[config.mk]
export PLATFORM = sky130hd
export DESIGN_NAME = mem_port_arbiter_flat
export DESIGN_NICKNAME = d
export VERILOG_FILES = /design/src/rtl/mem_port_arbiter_if.sv /design/src/rtl/mem_port_arbiter.sv /design/src/flat_wrapper.sv
export SDC_FILE = /design/constraint.sdc
export NUM_CORES = 1
export LEC_CHECK = 0
export CORE_AREA = 2 2 644 646
export DETAILED_ROUTE_END_ITERATION = 8
export DIE_AREA = 0 0 646 648
export PLACE_DENSITY_LB_ADDON = 0.3
export SLEW_MARGIN = 20
export SYNTH_ARGS = -nofsm -noshare
export SYNTH_HDL_FRONTEND = slang
export SYNTH_SLANG_ARGS = --single-unit
[constraint.sdc]
create_clock -name clk_i -period 3.6 [get_ports clk_i]
set_input_delay 0.54 -clock clk_i [delete_from_list [all_inputs] [get_ports clk_i]]
set_output_delay 0.54 -clock clk_i [all_outputs]
set_load 0.02 [all_outputs]
[src/rtl/mem_port_arbiter_if.sv]
// Bus bundle between the two cache requesters, the arbiter and the memory model.
// Signal names follow the original port list so existing hookups map one-to-one.
interface mem_port_arbiter_if;
  logic         p0_enable_i;
  logic         p0_write_i;
  logic [31:0]  p0_addr_i;
  logic [255:0] p0_data_i;
  logic [255:0] p0_data_o;
  logic         p0_ack_o;

  logic         p1_enable_i;
  logic         p1_write_i;
  logic [31:0]  p1_addr_i;
  logic [255:0] p1_data_i;
  logic [255:0] p1_data_o;
  logic         p1_ack_o;

  logic [255:0] mem_data_i;
  logic         mem_ack_i;
  logic [255:0] mem_data_o;
  logic [31:0]  mem_addr_o;
  logic         mem_enable_o;
  logic         mem_write_o;

  logic         grant_o;
  logic         timeout_o;

  // Arbiter side
  modport slave (
    input  p0_enable_i, p0_write_i, p0_addr_i, p0_data_i,
    input  p1_enable_i, p1_write_i, p1_addr_i, p1_data_i,
    input  mem_data_i, mem_ack_i,
    output p0_data_o, p0_ack_o, p1_data_o, p1_ack_o,
    output mem_data_o, mem_addr_o, mem_enable_o, mem_write_o,
    output grant_o, timeout_o
  );

  // Requester / memory side
  modport master (
    output p0_enable_i, p0_write_i, p0_addr_i, p0_data_i,
    output p1_enable_i, p1_write_i, p1_addr_i, p1_data_i,
    output mem_data_i, mem_ack_i,
    input  p0_data_o, p0_ack_o, p1_data_o, p1_ack_o,
    input  mem_data_o, mem_addr_o, mem_enable_o, mem_write_o,
    input  grant_o, timeout_o
  );
endinterface

[src/rtl/mem_port_arbiter.sv]
// Shares the single 256-bit memory port between the icache (port 0) and dcache (port 1),
// with round-robin or fixed priority arbitration and a BUSY watchdog.
module mem_port_arbiter #(
  parameter bit          RR_EN   = 1'b1,
  parameter int unsigned TIMEOUT = 64
) (
  input logic               clk_i,
  input logic               rst_i,
  mem_port_arbiter_if.slave bus
);

  typedef enum logic [1:0] {IDLE, BUSY, RELEASE} state_t;

  localparam logic [7:0] WD_LAST = 8'(TIMEOUT - 1);

  state_t       state;
  logic [7:0]   watchdog;
  logic         grant;      // also serves as the round-robin last-granted pointer
  logic [31:0]  mem_addr;
  logic [255:0] mem_data;
  logic         mem_enable;
  logic         mem_write;
  logic         timeout;

  logic         req0;
  logic         req1;
  logic         winner;
  logic         finish;
  logic         expire;
  logic [255:0] rd_data;

  always_comb begin
    req0    = bus.p0_enable_i;
    req1    = bus.p1_enable_i;
    winner  = req1;
    if (req0 && req1) begin
      winner = RR_EN ? ~grant : 1'b1;
    end
    // A memory ack coinciding with watchdog expiry is treated as a normal completion.
    finish  = (state == BUSY) && (bus.mem_ack_i || (watchdog == WD_LAST));
    expire  = finish && !bus.mem_ack_i;
    rd_data = bus.mem_ack_i ? bus.mem_data_i : '0;
  end

  always_ff @(posedge clk_i or negedge rst_i) begin
    if (!rst_i) begin
      state      <= IDLE;
      watchdog   <= '0;
      grant      <= 1'b0;
      mem_addr   <= '0;
      mem_data   <= '0;
      mem_enable <= 1'b0;
      mem_write  <= 1'b0;
      timeout    <= 1'b0;
    end else begin
      case (state)
        IDLE: begin
          if (req0 || req1) begin
            grant      <= winner;
            mem_addr   <= winner ? bus.p1_addr_i  : bus.p0_addr_i;
            mem_data   <= winner ? bus.p1_data_i  : bus.p0_data_i;
            mem_write  <= winner ? bus.p1_write_i : bus.p0_write_i;
            mem_enable <= 1'b1;
            watchdog   <= '0;
            state      <= BUSY;
          end
        end
        BUSY: begin
          if (finish) begin
            mem_enable <= 1'b0;
            mem_write  <= 1'b0;
            state      <= RELEASE;
            if (expire) begin
              timeout <= 1'b1;
            end
          end else begin
            watchdog <= watchdog + 8'd1;
          end
        end
        RELEASE: begin
          state <= IDLE;
        end
        default: begin
          state <= IDLE;
        end
      endcase
    end
  end

  assign bus.p0_ack_o     = finish && !grant;
  assign bus.p1_ack_o     = finish && grant;
  assign bus.p0_data_o    = (finish && !grant) ? rd_data : '0;
  assign bus.p1_data_o    = (finish && grant)  ? rd_data : '0;
  assign bus.mem_addr_o   = mem_addr;
  assign bus.mem_data_o   = mem_data;
  assign bus.mem_enable_o = mem_enable;
  assign bus.mem_write_o  = mem_write;
  assign bus.grant_o      = grant;
  assign bus.timeout_o    = timeout;

endmodule

[src/flat_wrapper.sv]
// flat-port wrapper written by rule: the top's interface ports become plain ports
module mem_port_arbiter_flat 
#(
  parameter bit          RR_EN   = 1'b1,
  parameter int unsigned TIMEOUT = 64
)
  (clk_i, rst_i, bus_p0_enable_i, bus_p0_write_i, bus_p0_addr_i, bus_p0_data_i, bus_p1_enable_i, bus_p1_write_i, bus_p1_addr_i, bus_p1_data_i, bus_mem_data_i, bus_mem_ack_i, bus_p0_data_o, bus_p0_ack_o, bus_p1_data_o, bus_p1_ack_o, bus_mem_data_o, bus_mem_addr_o, bus_mem_enable_o, bus_mem_write_o, bus_grant_o, bus_timeout_o);
  mem_port_arbiter_if bus_i ();
  input logic clk_i;
  input logic rst_i;
  input wire logic [$bits(bus_i.p0_enable_i)-1:0] bus_p0_enable_i;
  input wire logic [$bits(bus_i.p0_write_i)-1:0] bus_p0_write_i;
  input wire logic [$bits(bus_i.p0_addr_i)-1:0] bus_p0_addr_i;
  input wire logic [$bits(bus_i.p0_data_i)-1:0] bus_p0_data_i;
  input wire logic [$bits(bus_i.p1_enable_i)-1:0] bus_p1_enable_i;
  input wire logic [$bits(bus_i.p1_write_i)-1:0] bus_p1_write_i;
  input wire logic [$bits(bus_i.p1_addr_i)-1:0] bus_p1_addr_i;
  input wire logic [$bits(bus_i.p1_data_i)-1:0] bus_p1_data_i;
  input wire logic [$bits(bus_i.mem_data_i)-1:0] bus_mem_data_i;
  input wire logic [$bits(bus_i.mem_ack_i)-1:0] bus_mem_ack_i;
  output wire logic [$bits(bus_i.p0_data_o)-1:0] bus_p0_data_o;
  output wire logic [$bits(bus_i.p0_ack_o)-1:0] bus_p0_ack_o;
  output wire logic [$bits(bus_i.p1_data_o)-1:0] bus_p1_data_o;
  output wire logic [$bits(bus_i.p1_ack_o)-1:0] bus_p1_ack_o;
  output wire logic [$bits(bus_i.mem_data_o)-1:0] bus_mem_data_o;
  output wire logic [$bits(bus_i.mem_addr_o)-1:0] bus_mem_addr_o;
  output wire logic [$bits(bus_i.mem_enable_o)-1:0] bus_mem_enable_o;
  output wire logic [$bits(bus_i.mem_write_o)-1:0] bus_mem_write_o;
  output wire logic [$bits(bus_i.grant_o)-1:0] bus_grant_o;
  output wire logic [$bits(bus_i.timeout_o)-1:0] bus_timeout_o;
  assign bus_i.p0_enable_i = bus_p0_enable_i;
  assign bus_i.p0_write_i = bus_p0_write_i;
  assign bus_i.p0_addr_i = bus_p0_addr_i;
  assign bus_i.p0_data_i = bus_p0_data_i;
  assign bus_i.p1_enable_i = bus_p1_enable_i;
  assign bus_i.p1_write_i = bus_p1_write_i;
  assign bus_i.p1_addr_i = bus_p1_addr_i;
  assign bus_i.p1_data_i = bus_p1_data_i;
  assign bus_i.mem_data_i = bus_mem_data_i;
  assign bus_i.mem_ack_i = bus_mem_ack_i;
  assign bus_p0_data_o = bus_i.p0_data_o;
  assign bus_p0_ack_o = bus_i.p0_ack_o;
  assign bus_p1_data_o = bus_i.p1_data_o;
  assign bus_p1_ack_o = bus_i.p1_ack_o;
  assign bus_mem_data_o = bus_i.mem_data_o;
  assign bus_mem_addr_o = bus_i.mem_addr_o;
  assign bus_mem_enable_o = bus_i.mem_enable_o;
  assign bus_mem_write_o = bus_i.mem_write_o;
  assign bus_grant_o = bus_i.grant_o;
  assign bus_timeout_o = bus_i.timeout_o;
  mem_port_arbiter #(.RR_EN(RR_EN), .TIMEOUT(TIMEOUT)) u_core (.clk_i(clk_i), .rst_i(rst_i), .bus(bus_i));
endmodule
## Word-level counts from Yosys, hierarchy flattened

Index checks and enable logic that the tools add are counted.

| operators by class | value |
|---|---|
| add/subtract/negate cells | 1 |
| equal/unequal tests | 5 |
| muxes and demuxes | 18 |
| bitwise operators | 1 |
| reduce and logical (&&, ||, !) cells | 16 |

Operators by type and width:

| kind | number |
|---|---|
| two-way mux 256 bit | 4 |
| two-way mux 32 bit | 1 |
| two-way mux 8 bit | 2 |
| case mux 8 bit (2 select lines) | 1 |
| AND reduction 3 bit | 3 |
| adder 8 x 1 -> 8 bit, second input constant | 1 |
| == test 8 x 6 -> 1 bit, second input constant | 1 |
| logical AND 1 bit | 5 |
| two-way mux 1 bit | 5 |
| two-way mux 2 bit | 2 |
| != test 2 x 1 -> 1 bit, second input constant | 2 |
| case mux 1 bit (2 select lines) | 2 |
| case mux 2 bit (2 select lines) | 1 |
| AND reduction 2 bit | 2 |
| == test 2 x 1 -> 1 bit, second input constant | 1 |
| logical NOT 1 bit | 2 |
| logical NOT 2 bit | 1 |
| logical OR 1 bit | 2 |
| != test 2 bit, second input constant | 1 |
| nonzero test 2 bit | 1 |
| inverter 1 bit | 1 |

| storage, ports and cells | value |
|---|---|
| register bits | 302 |
| bits of input ports | 839 |
| logic and storage cells | 49 |

## Depth between registers and ports, before layout

Gate-level depths: netlist of run 1.

| depth | value |
|---|---|
| depth after elaboration | 5 |
| gate-level depth with buffers | 7 |
| depth with buffers taken out | 6 |

## Worst setup path after synthesis of run 1

OpenSTA, ideal clock, no wires.

| timing path | value |
|---|---|
| kind | register to output |
| start point | reg u_core.watchdog[0] |
| end point | out bus_p1_data_o[100] |
| arrival | 1.778 ns |
| setup slack | 1.282 ns |
| cell stages (with the launch flop) | 8 |
| cell sequence | dfrtp_1 -> ha_1 -> nand3_2 -> nor4_4 -> o211ai_1 -> clkbuf_1 -> buf_2 -> nor2_1 |

| on the way | value |
|---|---|
| word-level cells in the longest chain between the ends | 5 |

RTL lines:

| element | line | source |
|---|---|---|
| from (decl) | mem_port_arbiter.sv:17 | `logic [7:0] watchdog;` |
| from (signal assigned) | mem_port_arbiter.sv:77 | `watchdog <= watchdog + 8'd1;` |
| == test 8 x 6 -> 1 bit | mem_port_arbiter.sv:40 | `finish = (state == BUSY) && (bus.mem_ack_i \|\| (watchdog == WD_LAST));` |
| logical OR 1 bit | mem_port_arbiter.sv:40 |  |
| logical AND 1 bit | mem_port_arbiter.sv:40 |  |
| logical AND 1 bit | mem_port_arbiter.sv:93 | `assign bus.p1_data_o = (finish && grant) ? rd_data : '0;` |
| two-way mux 256 bit | mem_port_arbiter.sv:93 |  |
| to (decl) | flat_wrapper.sv:23 | `output wire logic [$bits(bus_i.p1_data_o)-1:0] bus_p1_data_o;` |

No other way between the ends.

## Worst setup path after layout of run 1

| timing path | value |
|---|---|
| start point | reg u_core.watchdog[1] |
| end point | out bus_p1_ack_o |

| on the way | value |
|---|---|
| word-level cells in the longest chain between the ends | 4 |

RTL lines:

| element | line | source |
|---|---|---|
| == test 8 x 6 -> 1 bit | mem_port_arbiter.sv:40 |  |
| logical OR 1 bit | mem_port_arbiter.sv:40 |  |
| logical AND 1 bit | mem_port_arbiter.sv:40 |  |
| logical AND 1 bit | mem_port_arbiter.sv:91 | `assign bus.p1_ack_o = finish && grant;` |
| to (decl) | flat_wrapper.sv:24 | `output wire logic [$bits(bus_i.p1_ack_o)-1:0] bus_p1_ack_o;` |

No other way between the ends.

==> results of run 1 <==
-- cell families (layout without fill, tap and decap cells) --
kind of cell,count (synthesis),in the layout,share of synthesized area [%]
AO/OA/AOI/OAI,310,310,9.366
adder cells (fa/ha/maj),1,1,0.07328
buffers and inverters,190,1835,5.196
flip-flops,302,302,44.27
multiplexers,289,289,16.94
other,0,43,0
AND/OR/NAND/NOR,1083,1083,24.16
-- state kept, by name, summed over array words and instances, names as in the netlist --
| name | cells |
|---|---|
| u_core.bus.mem_addr_o | 32 |
| u_core.state | 2 |
| u_core.bus.mem_enable_o | 1 |
| u_core.bus.mem_data_o | 256 |
| u_core.watchdog | 8 |
| u_core.bus.timeout_o | 1 |
| u_core.bus.grant_o | 1 |
| u_core.bus.mem_write_o | 1 |
-- stage by stage --
step / hold slack [ns] / cell area, um2 / instances / worst slack (ns)
floorplan: 0.2444 / 17070 / 2175 / 1.282
global placement: 0.4643 / 43200 / 9212 / 0.4225
detailed placement: 0.4691 / 43200 / 9212 / 0.4225
CTS: 0.3355 / 44620 / 9291 / -0.01786
global route: 0.4007 / 44810 / 9314 / -0.06153
finish: 0.4664 / 44860 / 9337 / 0.1175
-- power by group through the flow --
stage               Combinational, uW  Sequential (uW)  Clock [uW]
finish                          14400             6050        4830
global route                    15300             6270        5220
CTS                             14800             6060        5130
detailed placement              14800             6080           0
global placement                14800             6030           0
floorplan                        3900             7890           0
-- synthesized netlist by cell type (all sizes together) --
cell type	instances	area (um2)
nand2	550	2064
nor2	515	1933
dfrtp	302	7557
o21ai	294	1471
mux2i	289	2893
buf	113	598.1
clkbuf	70	262.8
nand3	8	45.04
inv	7	26.28
a21boi	3	22.52
a2bb2oi	3	26.28
a31oi	3	18.77
nor4	2	27.53
o211ai	2	15.01
a21oi	1	5.000
and2	1	6.260
and4	1	8.760
ha	1	12.51
nand2b	1	6.260
nand4	1	6.260
nor2b	1	6.260
nor3	1	5.000
nor3b	1	7.510
o21ba	1	10.01
o21bai	1	7.510
o22ai	1	6.260
o41ai	1	16.27
or4	1	7.510
-- layout make-up --
cell class,instances,area share [%]
Inverter,7,0.05857
Multi-Input combinational cell,1683,19.57
Timing Repair Buffer,1752,44.64
Antenna cell,43,0.2398
Tap cell,5474,15.27
Clock buffer,61,2.845
Clock inverter,15,0.5327
Sequential cell,302,16.84
-- layer usage --
metal	GRT usage [%]	part of all wire [%]	wire length, um
met3	4.792	9.4	27830
met1	14.54	35	105300
met2	24.94	52	153600
met5	0	0.28	846
met4	3.849	3.2	9588
-- cells in the final DEF (no fill, tap or decap), types with 2 or more instances in the layout --
cell type        Yosys  layout
nand3_1              7       7
clkbuf_1            70       7
clkbuf_16            0      47
clkinvlp_4           0       2
inv_1                7       7
buf_12               0     289
buf_8                0       2
o211ai_1             2       2
clkdlybuf4s15_1      0      36
buf_16               0       2
nor2_2               0      41
nor2_4               0       2
a31oi_1              3       3
dfrtp_1            302     302
bufinv_16            0       4
clkbuf_8             0       9
o21ai_0            293     293
nor2_1             515     472
a21boi_0             3       2
diode_2              0      43
clkinv_2             0       4
nand2_1            550     550
inv_6                0       2
dlygate4sd2_1        0     179
clkdlybuf4s15_2      0       7
a2bb2oi_1            3       3
mux2i_1            289     289
clkdlybuf4s50_1      0    1126
buf_4               14     106
-- worst max-delay path: stages, from the launching register on --
cell and delay, ns:
dfrtp_1 0.40, ha_2 0.21, nand3_4 0.13, nor4_4 0.05, o211ai_1 0.31, buf_12 0.23
buf_16 0.25, inv_1 0.18, dlygate4sd2_1 0.36
-- repair_timing --
item,4_1_cts,5_1_grt
pin swaps,2,1
gates cloned,1,2
hold buffers,1,0
setup buffers,1,1
resized for setup,296,31
hold endpoints to repair,56,0
setup endpoints to repair,298,73
-- path summary, 6_finish.rpt --
kind | startpoint | endpoint | slack (ns)
hold reg to reg | u_core.bus.mem_data_o[83]$_DFFE_PN0P_ | u_core.bus.mem_data_o[83]$_DFFE_PN0P_ | 0.48
setup reg to reg | u_core.bus.grant_o$_DFFE_PN0P_ | u_core.bus.mem_data_o[201]$_DFFE_PN0P_ | 1.31
setup / recovery | u_core.watchdog[1]$_DFFE_PN0P_ | bus_p1_ack_o | 0.12
max in group asynchronous | rst_i | u_core.bus.mem_enable_o$_DFFE_PN0P_ | 2.07
hold / removal | bus_p0_data_i[200] | u_core.bus.mem_data_o[200]$_DFFE_PN0P_ | 0.47
min in group asynchronous | rst_i | u_core.bus.mem_data_o[220]$_DFFE_PN0P_ | 0.48
==> summary.md, run 1 <==
| Metric | Value |
|---|---|
| Pwr/cell area | `563.5 nW/um2` |
| HP Class | `in2reg` |
| Fin crit share | `96.74%` |
| Share of layout cells above drive strength 1 | `13.85%` |
| #FFs+latches synth | `302` |
| Comb power frac | `57.0%` |
| Hold path cells | `3` |
| Vias/cell | `2.573` |
| Syn nets | `3015` |
| Netlist Area Pre-Place | `17070 um2` |
| Pint | `13700 uW` |
| Initial antenna violation count | `243` |
| Endpoints failing hold | `0` |
| Unrepaired setup endpoints after global routing | `true` |
| Layout area overhead | `162.8%` |
| Setup Skew | `0.05403 ns` |
| Longest Clk Path Bufs | `3` |
| Post-DP HPWL | `270.2 mm` |
| Worst vdd ir | `319.0 uV` |
| Congestion Overflow GR | `0` |
| Max Freq | `287.1 MHz` |
| Starting Density | `4.145%` |
| CTS Buf Count | `45` |
| Reg2Reg Depth | `6` |
| Largest net degree at the start of global routing | `128` |
| Worst setup SP type | `flip-flop` |
| Initial DRT Pass Iterations | `5` |
| Nets | `4631` |
| CP arrival | `2.94 ns` |
| Multi-input gate area | `8781 um2` |
| Cell count after synthesis | `2175` |
| Leak Pwr | `0.01720 uW` |
| 1st-iter DRT viols | `1555` |
| Core ar. | `411900 um2` |
| Sequential area share after synthesis | `44.27%` |
| Worst-Skew Late Latency | `0.71 ns` |
| Final Power | `25280 uW` |
| Routability cong. | `0.9655` |
| Worst Path Required | `3.06 ns` |
| CP endpoint kind | `primary output` |
| Sink Count | `302` |
| ANT nets after route | `0` |
| Max-slew headroom | `38.79%` |
| Final slew viol count | `0` |
| Final Util | `10.89%` |
| FP Rows | `236` |
| Status | `completed` |
| Die H | `648 um` |
| P_sw | `11580 uW` |
| Vias | `24030` |
| Avg WL per Cell | `31.82 um` |
| Yosys warnings | `0` |
| Final-report setup violation count | `0` |
| Clk root buf | `clkbuf_16` |
| Yosys cell types | `33` |
| # Max-Cap Violations | `0` |
| Sequential cell area | `7557 um2` |
| Slew @ Worst Pin | `0.9082 ns` |
| Filler cells | `47530` |
| I/O pin count | `1645` |
| Crit Path Max Fanout | `82` |
| DRT Wirelength | `297.1 mm` |
| Average cell area after synthesis | `7.849 um2` |
| CTS tree | `built` |
| Area of the die | `418600 um2` |
| DR DRC count | `0` |
| Clock-pin slew on the worst setup and hold paths | `0.08 ns` |
| Clock Power Share | `19.1%` |
| Total negative slack | `0 ns` |
| Die X | `646 um` |
| First-pass GRT wire length | `347.8 mm` |
| Vias in the first global route | `23400` |
| Gr usage total | `13.58%` |
| Port Buffers | `1644` |
| Seq pwr share | `23.9%` |
| Tmin final | `3.483 ns` |
| Switch share | `45.80%` |
| H-tree depth | `2` |
| Crit Path Class | `reg2out` |
(Power assumes the default switching activity.)
==> run 2, diff against run 1 <==
--- a/config.mk
+++ b/config.mk
@@ -9,6 +9,8 @@
 export DETAILED_ROUTE_END_ITERATION = 8
 export DIE_AREA = 0 0 646 648
 export PLACE_DENSITY_LB_ADDON = 0.3
+export SETUP_SLACK_MARGIN = 0.2
+export SKIP_CTS_REPAIR_TIMING = 1
 export SLEW_MARGIN = 20
 export SYNTH_ARGS = -nofsm -noshare
 export SYNTH_HDL_FRONTEND = slang
==> summary.md, run 2 (synthesis gave the netlist of run 1 again) <==
| Metric | Value |
|---|---|
| Congestion Overflow GR | `0 (unchanged)` |
| Most frequent cells in the layout | `1126 x clkdlybuf4s50_1, 550 x nand2_1, 389 x nor2_1 (was 1126 x clkdlybuf4s50_1, 550 x nand2_1, 472 x nor2_1)` |
| CTS Buf Count | `45 (unchanged)` |
| Tmin final | `3.416 ns (was 3.483 ns)` |
| Crit path from | `u_core.watchdog[0]$_DFFE_PN0P_ (was u_core.watchdog[1]$_DFFE_PN0P_)` |
| HP Class | `in2reg (unchanged)` |
| Crit Path Max Fanout | `55 (was 82)` |
| Final-report setup violation count | `0 (unchanged)` |
| Commonest non-fill, non-tap cell in the layout | `clkdlybuf4s50_1 (unchanged)` |
| Port Buffers | `1644 (unchanged)` |
| Pwr/cell area | `560.8 nW/um2 (was 563.5 nW/um2)` |
| FP Rows | `236 (unchanged)` |
| Initial antenna violation count | `243 (unchanged)` |
| CP Cell Sequence | `ha_4, nand3_4, nor4_4, o211ai_1, clkbuf_16, buf_16, nor2_2, buf_12 (was ha_2, nand3_4, nor4_4, o211ai_1, buf_12, buf_16, inv_1, dlygate4sd2_1)` |
| Layout area overhead | `169.2% (was 162.8%)` |
| R2r setup slk | `1.29 ns (was 1.31 ns)` |
| Gr usage total | `13.57% (was 13.58%)` |
| Max reg flops | `256 (unchanged)` |
| Routability cong. | `0.9655 (unchanged)` |
| Worst-Skew Late Latency | `0.71 ns (about the same)` |
| Worst setup SP type | `flip-flop (unchanged)` |
| Nets | `4652 (was 4631)` |
| CP Buf/Inv Count | `3 (was 4)` |
| Vias | `24130 (was 24030)` |
| Leak Pwr | `0.01901 uW (was 0.01720 uW)` |
| Unrepaired setup endpoints after global routing | `true (unchanged)` |
| CP endpoint kind | `primary output (unchanged)` |
| H-tree depth | `2 (unchanged)` |
| Vias in the first global route | `23380 (was 23400)` |
| Post-DP HPWL | `270.2 mm (unchanged)` |
| Clk root buf | `clkbuf_16 (unchanged)` |
| Largest net degree at the start of global routing | `128 (unchanged)` |
| DRT Wirelength | `301.1 mm (was 297.1 mm)` |
| Final Util | `11.16% (was 10.89%)` |
| Max Freq | `292.7 MHz (was 287.1 MHz)` |
| Crit path to | `bus_p0_data_o[158] (was bus_p1_ack_o)` |
| Final instance area | `45960 um2 (was 44860 um2)` |
| # Max-Cap Violations | `0 (unchanged)` |
| 1st-iter DRT viols | `1464 (was 1555)` |
| Vias/cell | `2.576 (was 2.573)` |
| Core ar. | `411900 um2 (unchanged)` |
| DR DRC count | `0 (unchanged)` |
| Critical Path Stages | `8 (unchanged)` |
| Worst vdd ir | `320.6 uV (was 319.0 uV)` |
| Area after DPL | `43200 um2 (unchanged)` |
| First-pass GRT wire length | `347.4 mm (was 347.8 mm)` |
| Critical Path Max Stage Delay | `0.44 ns (was 0.40 ns)` |
| Worst path slowest cell | `nor2_2 (was dfrtp_1)` |
| FF-to-FF End | `u_core.watchdog[3]$_DFFE_PN0P_ (was u_core.bus.mem_data_o[201]$_DFFE_PN0P_)` |
| Final slew viol count | `0 (unchanged)` |
| Max-slew headroom | `37.02% (was 38.79%)` |
| Crit Path Class | `reg2out (unchanged)` |
| Starting Density | `4.145% (unchanged)` |
| Reg2Reg Depth | `6 (unchanged)` |
| CP arrival | `2.88 ns (was 2.94 ns)` |
| Endpoints failing hold | `0 (unchanged)` |
| Min Hold Slack | `0.4652 ns (was 0.4664 ns)` |
| I/O pin count | `1645 (unchanged)` |
| Sink Count | `302 (unchanged)` |
| Share of layout cells above drive strength 1 | `18.80% (was 13.85%)` |
| ANT nets after route | `0 (unchanged)` |
| Die H | `648 um (unchanged)` |
| Longest Clk Path Bufs | `3 (unchanged)` |
| Die X | `646 um (unchanged)` |
| Avg WL per Cell | `32.14 um (was 31.82 um)` |
| Worst Path Required | `3.06 ns (about the same)` |
| CTS tree | `built (unchanged)` |
| Reg2reg start | `u_core.watchdog[0]$_DFFE_PN0P_ (was u_core.bus.grant_o$_DFFE_PN0P_)` |
| Fin crit share | `94.89% (was 96.74%)` |
| Setup Skew | `0.05413 ns (was 0.05403 ns)` |
| Slew @ Worst Pin | `0.9345 ns (was 0.9082 ns)` |
| Initial DRT Pass Iterations | `5 (unchanged)` |
| Area of the die | `418600 um2 (unchanged)` |
| Largest delay contributor family on the critical path | `simple AND/OR/NAND/NOR gates (was buffers and inverters)` |
| Clock-pin slew on the worst setup and hold paths | `0.06 ns (was 0.08 ns)` |
| Status | `completed (unchanged)` |
-- run 2: cell types whose count changed in the layout (fill, tap and decap cells not counted), moves of 36 or more --
cell and change:
dlygate4sd2_1 -179, clkdlybuf4s15_1 -36, nor2_4 +62, nor2_1 -83, clkbuf_2 +53, dlymetal6s2s_1 +128
-- run 2: per-layer routing --
metal / track usage, % / wire, um / up-vias
li1: - / - / 10400
met1: 14.60 / 108000 / 11590
met2: 24.94 / 155500 / 1461
met3: 4.643 / 26340 / 558
met4: 3.831 / 10370 / 118
met5: 0 / 814 / -
-- run 2: through the flow --
step                setup TNS, ns  setup WS [ns]  instances  total power, uW
detailed placement              0         0.4225       9212            20910
finish                          0         0.1841       9367            25770
global placement                0         0.4225       9212            20850
floorplan                       0          1.282       2175            11790
global route                    0        0.06947       9345            27300
CTS                        -65.73        -0.3760       9288            26060
-- run 2: layout make-up --
| cell class | instances | area (um2) |
|---|---|---|
| fill | 47400 | 366000 |
| timing repair buffer | 1773 | 20570 |
| multi-input combinational | 1683 | 9309 |
| sequential | 302 | 7559 |
| tap | 5474 | 6849 |
| clock buffer | 61 | 1276 |
| clock inverter | 15 | 239.0 |
| antenna | 52 | 130.1 |
| inverter | 7 | 26.28 |
-- run 2: worst min-delay path by stage --
stage	start	end	slack (ns)	cells after the start
floorplan	rst_i	u_core.bus.grant_o$_DFFE_PN0P_	0.24	0
global placement	u_core.bus.mem_data_o[2]$_DFFE_PN0P_	u_core.bus.mem_data_o[2]$_DFFE_PN0P_	0.46	2
detailed placement	u_core.bus.timeout_o$_DFFE_PN0P_	u_core.bus.timeout_o$_DFFE_PN0P_	0.47	1
CTS	rst_i	u_core.bus.mem_data_o[105]$_DFFE_PN0P_	-0.15	1
global route	bus_p0_data_i[196]	u_core.bus.mem_data_o[196]$_DFFE_PN0P_	0.40	3
finish	bus_p0_data_i[185]	u_core.bus.mem_data_o[185]$_DFFE_PN0P_	0.47	3
-- run 2: worst min-delay path, stage by stage --
cell	delay (ns)
clkdlybuf4s50_1	0.39
mux2i_1	0.11
o21ai_0	0.08
-- run 2: report_power, final --
group	internal [uW]	switching (uW)	leakage, uW	total, uW
Combinational	6110	8780	0.0146	14900
Clock	2770	2050	0.000737	4830
Sequential	5050	999	0.00371	6050
==> run 3, diff against run 2 <==
--- a/config.mk
+++ b/config.mk
@@ -5,10 +5,12 @@
 export SDC_FILE = /design/constraint.sdc
 export NUM_CORES = 1
 export LEC_CHECK = 0
-export CORE_AREA = 2 2 644 646
+export CORE_AREA = 2 2 634 636
+export CTS_BUF_LIST = sky130_fd_sc_hd__clkbuf_4 sky130_fd_sc_hd__clkbuf_8
 export DETAILED_ROUTE_END_ITERATION = 8
-export DIE_AREA = 0 0 646 648
+export DIE_AREA = 0 0 636 638
 export PLACE_DENSITY_LB_ADDON = 0.3
+export REMOVE_ABC_BUFFERS = 1
 export SETUP_SLACK_MARGIN = 0.2
 export SKIP_CTS_REPAIR_TIMING = 1
 export SLEW_MARGIN = 20
==> summary.md, run 3 (synthesis gave the netlist of run 1 again) <==
| Metric | Value |
|---|---|
| Status | `completed (unchanged)` |
| Core ar. | `398600 um2 (was 411900 um2)` |
| 1st-iter DRT viols | `1743 (was 1464)` |
| CP endpoint kind | `primary output (unchanged)` |
| H-tree depth | `3 (was 2)` |
| Worst-Skew Late Latency | `0.88 ns (was 0.71 ns)` |
| Crit Path Max Fanout | `9 (was 55)` |
| Tmin final | `3.521 ns (was 3.416 ns)` |
| Worst Path Required | `3.06 ns (about the same)` |
| Largest net degree at the start of global routing | `167 (was 128)` |
| Sink Count | `302 (unchanged)` |
| # Max-Cap Violations | `0 (unchanged)` |
| FP Rows | `232 (was 236)` |
| Routability cong. | `0.9935 (was 0.9655)` |
| Clock-pin slew on the worst setup and hold paths | `0.06 ns (about the same)` |
| Final instance area | `46980 um2 (was 45960 um2)` |
| Seq pwr share | `21.8% (was 23.5%)` |
| CP arrival | `2.98 ns (was 2.88 ns)` |
| Max Freq | `284.0 MHz (was 292.7 MHz)` |
| Slew @ Worst Pin | `0.9970 ns (was 0.9345 ns)` |
| Congestion Overflow GR | `0 (unchanged)` |
| Setup Skew | `0.08594 ns (was 0.05413 ns)` |
| Sequential cell area | `7557 um2 (was 7559 um2)` |
| Die H | `638 um (was 648 um)` |
| Filler cells | `45660 (was 47400)` |
| Max reg flops | `256 (unchanged)` |
| Avg WL per Cell | `34.79 um (was 32.14 um)` |
| Area after DPL | `42670 um2 (was 43200 um2)` |
| Nets | `4715 (was 4652)` |
| Pint | `14750 uW (was 13940 uW)` |
| Clock Power Share | `18.6% (was 18.7%)` |
| Commonest non-fill, non-tap cell in the layout | `clkdlybuf4s50_1 (unchanged)` |
| Pwr/cell area | `587.6 nW/um2 (was 560.8 nW/um2)` |
| Unrepaired setup endpoints after global routing | `true (unchanged)` |
| Vias | `24830 (was 24130)` |
| Layout area overhead | `175.2% (was 169.2%)` |
| Share of layout cells above drive strength 1 | `26.30% (was 18.80%)` |
| I/O pin count | `1645 (unchanged)` |
| Post-DP HPWL | `285.0 mm (was 270.2 mm)` |
| Comb power frac | `59.6% (was 57.8%)` |
| R2r setup slk | `1.18 ns (was 1.29 ns)` |
| Crit Path Class | `reg2out (unchanged)` |
| Area of the die | `405800 um2 (was 418600 um2)` |
| Worst vdd ir | `345.3 uV (was 320.6 uV)` |
| Switch share | `46.57% (was 45.93%)` |
| Leak Pwr | `0.01808 uW (was 0.01901 uW)` |
| CTS Buf Count | `77 (was 45)` |
| ANT nets after route | `0 (unchanged)` |
| Endpoints failing hold | `0 (unchanged)` |
| Final slew viol count | `0 (unchanged)` |
| Clk root buf | `clkbuf_8 (was clkbuf_16)` |
| Initial antenna violation count | `207 (was 243)` |
| Port Buffers | `1644 (unchanged)` |
| Fin crit share | `97.82% (was 94.89%)` |
| P_sw | `12860 uW (was 11840 uW)` |
| Gr usage total | `14.83% (was 13.57%)` |
| DR DRC count | `0 (unchanged)` |
| HP Class | `in2async (was in2reg)` |
| Vias in the first global route | `23940 (was 23380)` |
| Final-report setup violation count | `0 (unchanged)` |
| Multi-input gate area | `9940 um2 (was 9309 um2)` |
| Vias/cell | `2.689 (was 2.576)` |
| Initial DRT Pass Iterations | `6 (was 5)` |
| Most frequent cells in the layout | `1118 x clkdlybuf4s50_1, 549 x nand2_1, 302 x buf_12, 302 x dfrtp_1, 293 x o21ai_0 (was 1126 x clkdlybuf4s50_1, 550 x nand2_1, 389 x nor2_1)` |
| Longest Clk Path Bufs | `4 (was 3)` |
| Worst setup SP type | `flip-flop (unchanged)` |
| CTS tree | `built (unchanged)` |
| Max-slew headroom | `33.37% (was 37.02%)` |
| Starting Density | `4.284% (was 4.145%)` |
| First-pass GRT wire length | `368.1 mm (was 347.4 mm)` |
| DRT Wirelength | `321.2 mm (was 301.1 mm)` |
| Total negative slack | `0 ns (unchanged)` |
| Die X | `636 um (was 646 um)` |
run 3: changes by cell type in the layout (fill, tap and decap cells not counted), moves of 7 or more:
cell | previous run | this run
buf_6 | 12 | 65
nor2_4 | 64 | 133
nor2_2 | 62 | 107
clkbuf_1 | 7 | 0
clkbuf_16 | 54 | 27
clkbuf_2 | 53 | 89
dlymetal6s2s_1 | 129 | 32
clkbuf_4 | 0 | 27
diode_2 | 52 | 39
buf_8 | 3 | 10
nor2_1 | 389 | 275
clkbuf_8 | 9 | 91
buf_12 | 288 | 302
clkdlybuf4s50_1 | 1126 | 1118
run 3: metrics by stage:
step | setup slack [ns] | hold WS (ns) | utilization [%] | power [uW] | std cells
final | 0.07862 | 0.2582 | 11.79 | 27610 | 9232
after floorplan | -29.05 | 0.2444 | - | 9321 | 1992
after global placement | 0.1072 | 0.4646 | 10.71 | 21510 | 8985
after detailed placement | 0.1106 | 0.4697 | 10.71 | 21540 | 8985
after CTS | -0.8887 | -0.4432 | 11.14 | 27040 | 9117
after global routing | -0.1534 | 0.1980 | 11.78 | 29130 | 9219
run 3: layout make-up:
cell class                 instances  share of cell area (%)
sequential                       302                   16.09
tap                             5265                   14.02
inverter                           7                 0.05593
timing repair buffer            1804                   44.84
clock inverter                    15                  0.5539
multi-input combinational       1683                   21.16
antenna                           39                  0.2077
clock buffer                     117                   3.081
run 3: power by group through the flow:
| stage | Clock (uW) | Sequential, uW | Combinational [uW] |
|---|---|---|---|
| after floorplan | 0 | 6150 | 3170 |
| after global placement | 0 | 5990 | 15500 |
| after detailed placement | 0 | 6030 | 15500 |
| after CTS | 5430 | 6030 | 15600 |
| after global routing | 5530 | 6240 | 17400 |
| final | 5130 | 6030 | 16400 |
run 3: final timing paths:
check                                                 startpoint                                     end  depth (start not counted)
max in group asynchronous                                  rst_i   u_core.bus.mem_data_o[46]$_DFFE_PN0P_                          3
min in group clk_i                            bus_p0_data_i[195]  u_core.bus.mem_data_o[195]$_DFFE_PN0P_                          3
min                                                        rst_i   u_core.bus.mem_data_o[66]$_DFFE_PN0P_                          2
max reg2reg                       u_core.watchdog[0]$_DFFE_PN0P_          u_core.watchdog[3]$_DFFE_PN0P_                          7
max                               u_core.watchdog[0]$_DFFE_PN0P_                      bus_p1_data_o[251]                          8
min reg2reg                u_core.bus.mem_data_o[23]$_DFFE_PN0P_   u_core.bus.mem_data_o[23]$_DFFE_PN0P_                          2
run 3: routing by layer:
layer,vias up,global-route usage [%],wire (um)
li1,10560,-,-
met1,12120,15.70,115100
met2,1568,29.13,175400
met3,527,3.041,18470
met4,60,4.217,11840
met5,-,0,381
run 3: critical path, stage by stage (launching register included):
cell and delay (ns):
dfrtp_1 0.41, ha_4 0.17, nand3_4 0.10, nor4_4 0.19, o211ai_1 0.24, clkbuf_16 0.25, buf_16 0.19, nor2_1 0.36
buf_4 0.23
